===== src/rtl/spi_counter_pkg.sv =====
// Shared types and constants for the SPI counter receiver.
// Range checking is enabled by defining SPI_COUNTER_RX_RANGE_CHECK_EN.
package spi_counter_pkg;

  localparam int FRAME_BITS = 16;
  localparam int BYTE_BITS  = 8;
  localparam int COUNT_BITS = FRAME_BITS - 2;
  localparam logic [COUNT_BITS-1:0] COUNT_MAX = COUNT_BITS'(9999);

  typedef enum logic [2:0] {
    IDLE,
    RX_HIGH,
    RX_LOW,
    WAIT_END,
    UPDATE
  } state_t;

  function automatic logic value_in_range(input logic [BYTE_BITS-1:0] high,
                                          input logic [BYTE_BITS-1:0] low);
    return (high[7:6] == 2'b00) && ({high[5:0], low} <= COUNT_MAX);
  endfunction

endpackage


===== src/rtl/spi_slave_rx_byte.sv =====
// SPI mode-0 front end: input synchronizers, sclk/ss_n edge detection and an
// MSB-first byte shifter that pulses byte_done after every eighth bit.
module spi_slave_rx_byte
  import spi_counter_pkg::*;
#(
  parameter int SYNC_STAGES = 2
) (
  input  logic                 clk,
  input  logic                 reset,
  input  logic                 sclk,
  input  logic                 mosi,
  input  logic                 ss_n,
  input  logic                 clear,
  output logic                 sclk_rise,
  output logic                 ss_fall,
  output logic                 ss_rise,
  output logic [BYTE_BITS-1:0] byte_data,
  output logic                 byte_done
);

  localparam int CNT_W = $clog2(BYTE_BITS);
  localparam logic [2:0] SYNC_RST = 3'b100;  // {ss_n, sclk, mosi}

  logic [SYNC_STAGES-1:0][2:0] stage_reg, stage_next;
  logic [SYNC_STAGES-1:0]      fill_reg, fill_next;
  logic                        ss_sync, sclk_sync, mosi_sync;
  logic                        sclk_prev_reg, ss_prev_reg, armed_reg;
  logic [BYTE_BITS-1:0]        shift_reg;
  logic [CNT_W-1:0]            bit_cnt_reg;
  logic                        byte_done_reg;

  genvar gi;
  generate
    for (gi = 0; gi < SYNC_STAGES; gi++) begin : g_sync
      if (gi == 0) begin : g_head
        assign stage_next[gi] = {ss_n, sclk, mosi};
        assign fill_next[gi]  = 1'b1;
      end else begin : g_tail
        assign stage_next[gi] = stage_reg[gi-1];
        assign fill_next[gi]  = fill_reg[gi-1];
      end
    end
  endgenerate

  assign {ss_sync, sclk_sync, mosi_sync} = stage_reg[SYNC_STAGES-1];

  // A falling ss_n only counts once a genuine high level has been seen after
  // reset, so releasing reset in the middle of a frame cannot start one.
  assign sclk_rise = sclk_sync & ~sclk_prev_reg;
  assign ss_fall   = armed_reg & ss_prev_reg & ~ss_sync;
  assign ss_rise   = ~ss_prev_reg & ss_sync;
  assign byte_data = shift_reg;
  assign byte_done = byte_done_reg;

  always_ff @(posedge clk or posedge reset) begin
    if (reset) begin
      stage_reg     <= {SYNC_STAGES{SYNC_RST}};
      fill_reg      <= '0;
      sclk_prev_reg <= 1'b0;
      ss_prev_reg   <= 1'b1;
      armed_reg     <= 1'b0;
      shift_reg     <= '0;
      bit_cnt_reg   <= '0;
      byte_done_reg <= 1'b0;
    end else begin
      stage_reg     <= stage_next;
      fill_reg      <= fill_next;
      sclk_prev_reg <= sclk_sync;
      ss_prev_reg   <= ss_sync;
      byte_done_reg <= 1'b0;
      if (fill_reg[SYNC_STAGES-1] && ss_sync) begin
        armed_reg <= 1'b1;
      end
      if (clear) begin
        shift_reg   <= '0;
        bit_cnt_reg <= '0;
      end else if (sclk_rise && !ss_sync) begin
        shift_reg     <= {shift_reg[BYTE_BITS-2:0], mosi_sync};
        bit_cnt_reg   <= bit_cnt_reg + 1'b1;
        byte_done_reg <= (bit_cnt_reg == CNT_W'(BYTE_BITS - 1));
      end
    end
  end

endmodule


===== src/rtl/spi_counter_rx.sv =====
// Receives 16-bit SPI frames and publishes {high[5:0], low} as a counter value.
// Define SPI_COUNTER_RX_RANGE_CHECK_EN to reject values above COUNT_MAX.
module spi_counter_rx
  import spi_counter_pkg::*;
#(
  parameter int SYNC_STAGES = 2
) (
  input  logic                  clk,
  input  logic                  reset,
  input  logic                  sclk,
  input  logic                  mosi,
  input  logic                  ss_n,
  output logic [COUNT_BITS-1:0] counter,
  output logic                  counter_valid,
  output logic                  frame_err
);

  state_t                state_reg, state_next;
  logic [BYTE_BITS-1:0]  high_reg, high_next, low_reg, low_next;
  logic                  overlong_reg, overlong_next;
  logic [COUNT_BITS-1:0] counter_reg, counter_next;
  logic                  counter_valid_reg, counter_valid_next;
  logic                  frame_err_reg, frame_err_next;
  logic                  clear, frame_ok;
  logic                  sclk_rise, ss_fall, ss_rise, byte_done;
  logic [BYTE_BITS-1:0]  byte_data;

  spi_slave_rx_byte #(.SYNC_STAGES(SYNC_STAGES)) u_rx_byte (
    .clk       (clk),
    .reset     (reset),
    .sclk      (sclk),
    .mosi      (mosi),
    .ss_n      (ss_n),
    .clear     (clear),
    .sclk_rise (sclk_rise),
    .ss_fall   (ss_fall),
    .ss_rise   (ss_rise),
    .byte_data (byte_data),
    .byte_done (byte_done)
  );

`ifdef SPI_COUNTER_RX_RANGE_CHECK_EN
  assign frame_ok = value_in_range(high_reg, low_reg);
`else
  logic [1:0] unused_high_bits;
  assign unused_high_bits = high_reg[7:6];
  assign frame_ok = 1'b1;
`endif

  always_ff @(posedge clk or posedge reset) begin
    if (reset) begin
      state_reg <= IDLE;
    end else begin
      state_reg <= state_next;
    end
  end

  always_comb begin
    state_next = state_reg;
    case (state_reg)
      IDLE:     if (ss_fall) state_next = RX_HIGH;
      RX_HIGH:  if (ss_rise) state_next = IDLE;
                else if (byte_done) state_next = RX_LOW;
      RX_LOW:   if (ss_rise) state_next = IDLE;
                else if (byte_done) state_next = WAIT_END;
      WAIT_END: if (ss_rise) state_next = UPDATE;
      UPDATE:   state_next = IDLE;
      default:  state_next = IDLE;
    endcase
  end

  always_comb begin
    clear              = 1'b0;
    high_next          = high_reg;
    low_next           = low_reg;
    overlong_next      = overlong_reg;
    counter_next       = counter_reg;
    counter_valid_next = 1'b0;
    frame_err_next     = 1'b0;
    case (state_reg)
      IDLE: if (ss_fall) begin
        clear         = 1'b1;
        high_next     = '0;
        low_next      = '0;
        overlong_next = 1'b0;
      end
      RX_HIGH: if (ss_rise) frame_err_next = 1'b1;
               else if (byte_done) high_next = byte_data;
      RX_LOW:  if (ss_rise) frame_err_next = 1'b1;
               else if (byte_done) low_next = byte_data;
      // Any clock after the 16th bit poisons the frame; it is judged at UPDATE.
      WAIT_END: if (sclk_rise) overlong_next = 1'b1;
      UPDATE: if (overlong_reg || !frame_ok) begin
        frame_err_next = 1'b1;
      end else begin
        counter_next       = {high_reg[5:0], low_reg};
        counter_valid_next = 1'b1;
      end
      default: ;
    endcase
  end

  always_ff @(posedge clk or posedge reset) begin
    if (reset) begin
      high_reg          <= '0;
      low_reg           <= '0;
      overlong_reg      <= 1'b0;
      counter_reg       <= '0;
      counter_valid_reg <= 1'b0;
      frame_err_reg     <= 1'b0;
    end else begin
      high_reg          <= high_next;
      low_reg           <= low_next;
      overlong_reg      <= overlong_next;
      counter_reg       <= counter_next;
      counter_valid_reg <= counter_valid_next;
      frame_err_reg     <= frame_err_next;
    end
  end

  assign counter       = counter_reg;
  assign counter_valid = counter_valid_reg;
  assign frame_err     = frame_err_reg;

endmodule


===== config.mk =====
export PLATFORM = sky130hd
export DESIGN_NAME = spi_counter_rx
export DESIGN_NICKNAME = d
export VERILOG_FILES = /design/src/rtl/spi_counter_pkg.sv /design/src/rtl/spi_slave_rx_byte.sv /design/src/rtl/spi_counter_rx.sv
export SDC_FILE = /design/constraint.sdc
export NUM_CORES = 1
export LEC_CHECK = 0
export BUFFER_PORTS_ARGS = -buffer_cell sky130_fd_sc_hd__buf_2
export CAP_MARGIN = 25
export CORE_MARGIN = 5
export CORE_UTILIZATION = 26
export CTS_CLUSTER_DIAMETER = 100
export DETAILED_ROUTE_END_ITERATION = 16
export GPL_ROUTABILITY_DRIVEN = 0
export HOLD_SLACK_MARGIN = 0.1
export SETUP_SLACK_MARGIN = 0.4
export SLEW_MARGIN = 20
export SYNTH_ARGS = -nofsm -noshare
export SYNTH_HDL_FRONTEND = slang
export SYNTH_SLANG_ARGS = --single-unit

===== constraint.sdc =====
create_clock -name clk -period 2.4 [get_ports clk]
set_clock_uncertainty 0.1 [all_clocks]
set_input_delay 0.36 -clock clk [delete_from_list [all_inputs] [get_ports clk]]
set_output_delay 0.36 -clock clk [all_outputs]
set_load 0.005 [all_outputs]

==> flow_summary.ini <==
[sta]
rsz0062_at_grt = false
fmax_mhz = 550
holdWs_ns = 0.249
fin_crit_ns = 1.82
max-slew-margin-rel_pct = 57.9
finalMaxSlewViolations = 0
tightest_slew_ns = 0.631
tns_ns = 0
setup_viol = 0
period_share_pct = 75.8
hold_viol_final = 0

[cts]
cts_tree = done
path_clk_slew_ns = 0.06
cts_buffer_depth = 2
postCtsSetupBuffers = 0
cts_root_buffer = clkbuf_8
cts_buffers = 9
clock_sinks = 57
clock_latency_ns = 0.33
cts_max_level = 3

[route]
drc = 0
ant_nets = 0
met3_length_um = 197
wl_mm = 4.34
wl_per_cell_um = 13.0
top_layer_used = met4
drt_pass1_iterations = 4
wirelength_met1_mm = 2.19
drt_iter0_drc = 42
via_per_inst = 4.37
dr_wl_met2_mm = 1.88
vias = 1456

[pwr]
power_density_mw_per_mm2 = 714
p_int_w = 0.00153
power.total_w = 0.00203
switchingPower_w = 0.000503
switching_share_pct = 24.7
peakVddDrop_mv = 0.244
clkPwrFrac_pct = 42.5
p_seq_share_pct = 50.9
pwr-share-comb_pct = 6.6
p_leak_nw = 1.37

[logic_synthesis]
ys_types = 38
synth_top_cell_area_share_pct = 56.8
avgSynthCellArea_um2 = 12.7
ys_warn_count = 0
netlist_area_mm2 = 0.00238
synth_fp_nets = 195
synth_area_leaders = dfrtp_1, mux2i_1, mux2_4, nand3_1, dfstp_2
synth-edff-count = 0
async_flop_share_pct = 100
yosysSeqAreaShare_pct = 60.1
yosysTopAreaCell = dfrtp_1
synthCells = 188
synth_flop_cell = dfrtp_1
yosys_register_bits = 57

[final_layout]
layout_common_cells = dfrtp_1, nand3_1, buf_2
largest_register_ffs = 14
layout_commonest_cell = dfrtp_1
drive_gt1_share_pct = 29.7
syn2layout_area_growth_pct = 19.8
final_nets = 224
final_core_util_pct = 31.4
diodes = 0

[setup_path]
crit_required_ns = 2.52
crit_path_start = state_reg[0]
reg2reg_from = state_reg[0]
cp.arrival_ns = 1.94
worst_setup_path_end_kind = flop
crit_fanout = 17
ff2ff_path_depth = 4
crit_type = flop to flop
reg2reg_to = counter[10]
start_kind = flop
reg2reg_slack_ns = 0.58

[grt]
grt_max_degree = 30
antenna_found_initial = 0
gr-usage-all-layers_pct = 8.48
grt_pass1_wl_mm = 7.39
first_global_vias = 1476
grt_overflow_total = 0

[placed_design]
portBuffers = 20
hpwl_mm = 3.03

[die]
core_area_mm2 = 0.00906
fp.dieH_um = 106
core.rowCount = 35
start_util_pct = 26.2
die_w_um = 106
dieArea_mm2 = 0.0112
ioPinCount = 21

[hold_path]
hold_path_depth = 0
hp-class = flop to flop
whs_endpoint = u_rx_byte.mosi_sync
hold_start = u_rx_byte.stage_next[3]

[status]
status = finished, final reports clean

[flow_run]
cap_viol_max_count = 0
[stage by stage]
step / setup WS [ns] / instance area, um2 / instances
after CTS: 0.408 / 2850 / 333
after floorplan: 0.545 / 2380 / 188
final: 0.581 / 2850 / 333
after global routing: 0.517 / 2850 / 333
after detailed placement: 0.411 / 2610 / 313
after global placement: 0.454 / 2610 / 313
[worst max path at each step]
stage	slack [ns]	cells past startpoint	to
floorplan	0.55	1	counter[0]
global placement	0.45	4	counter[11]
detailed placement	0.41	4	counter[13]
CTS	0.41	4	counter[10]
global route	0.52	4	counter[11]
finish	0.58	4	counter[10]
[synth_stat cells (all sizes together) (2+ instances only)]
library cell,count
dfstp,3
buf,8
nor3,2
or2,2
o211ai,8
mux2i,17
ha,2
nand2,2
nand4bb,2
nor2,12
nand3,24
nor3b,2
mux2,14
nor2b,3
clkbuf,5
inv,8
o21ai,7
and3,2
dfrtp,54
[kinds of logic (layout without fill, tap and decap cells)]
logic type                 count (synthesis)  after routing  synth area share [%]
adders and majority gates                  2              2                  1.05
and+or+nand+nor                           55             55                  13.2
other                                      1              1                 0.158
DFF                                       57             57                  60.1
muxes                                     31             31                  15.2
buffers and inverters                     21             55                  4.42
AOI/OAI and AO/OA                         20             20                  5.52
xor gates and xnor gates                   1              1                 0.368
[power by group through the flow]
stage / Combinational [W] / Sequential [W] / Clock (W)
2_1_floorplan: 0.000112 / 0.00104 / 0
3_3_place_gp: 0.000125 / 0.00105 / 0
3_5_place_dp: 0.000130 / 0.00105 / 0
4_1_cts: 0.000136 / 0.00104 / 0.000897
5_1_grt: 0.000157 / 0.00104 / 0.000943
6_report: 0.000134 / 0.00103 / 0.000865
[routing by layer]
layer,vias to the layer above,global-route usage [%]
li1,719,-
met1,699,11.6
met2,26,11.7
met3,12,3.55
met4,0,3.61
met5,-,0
[area by class of cell]
cell class                      instances  area [um2]
Fill cell                             905        6210
Sequential cell                        57        1430
Inverter                                8        30.0
Multi-Input combinational cell        110         851
Clock buffer                            9         124
Tap cell                              111         139
Timing Repair Buffer                   31         205
Clock inverter                          7        71.3
[repair_timing]
action	CTS	global route
hold buffers	4	0
endpoints found under the hold margin	28	0
gates resized for setup	0	2
endpoints found under the setup margin	0	14
[critical path, stage by stage, from the launching register on]
cell     delay [ns]
dfrtp_1        0.49
or2_4          0.36
nor3_4         0.12
buf_4          0.27
mux2_2         0.37
Power figures use the tool's default switching activity.
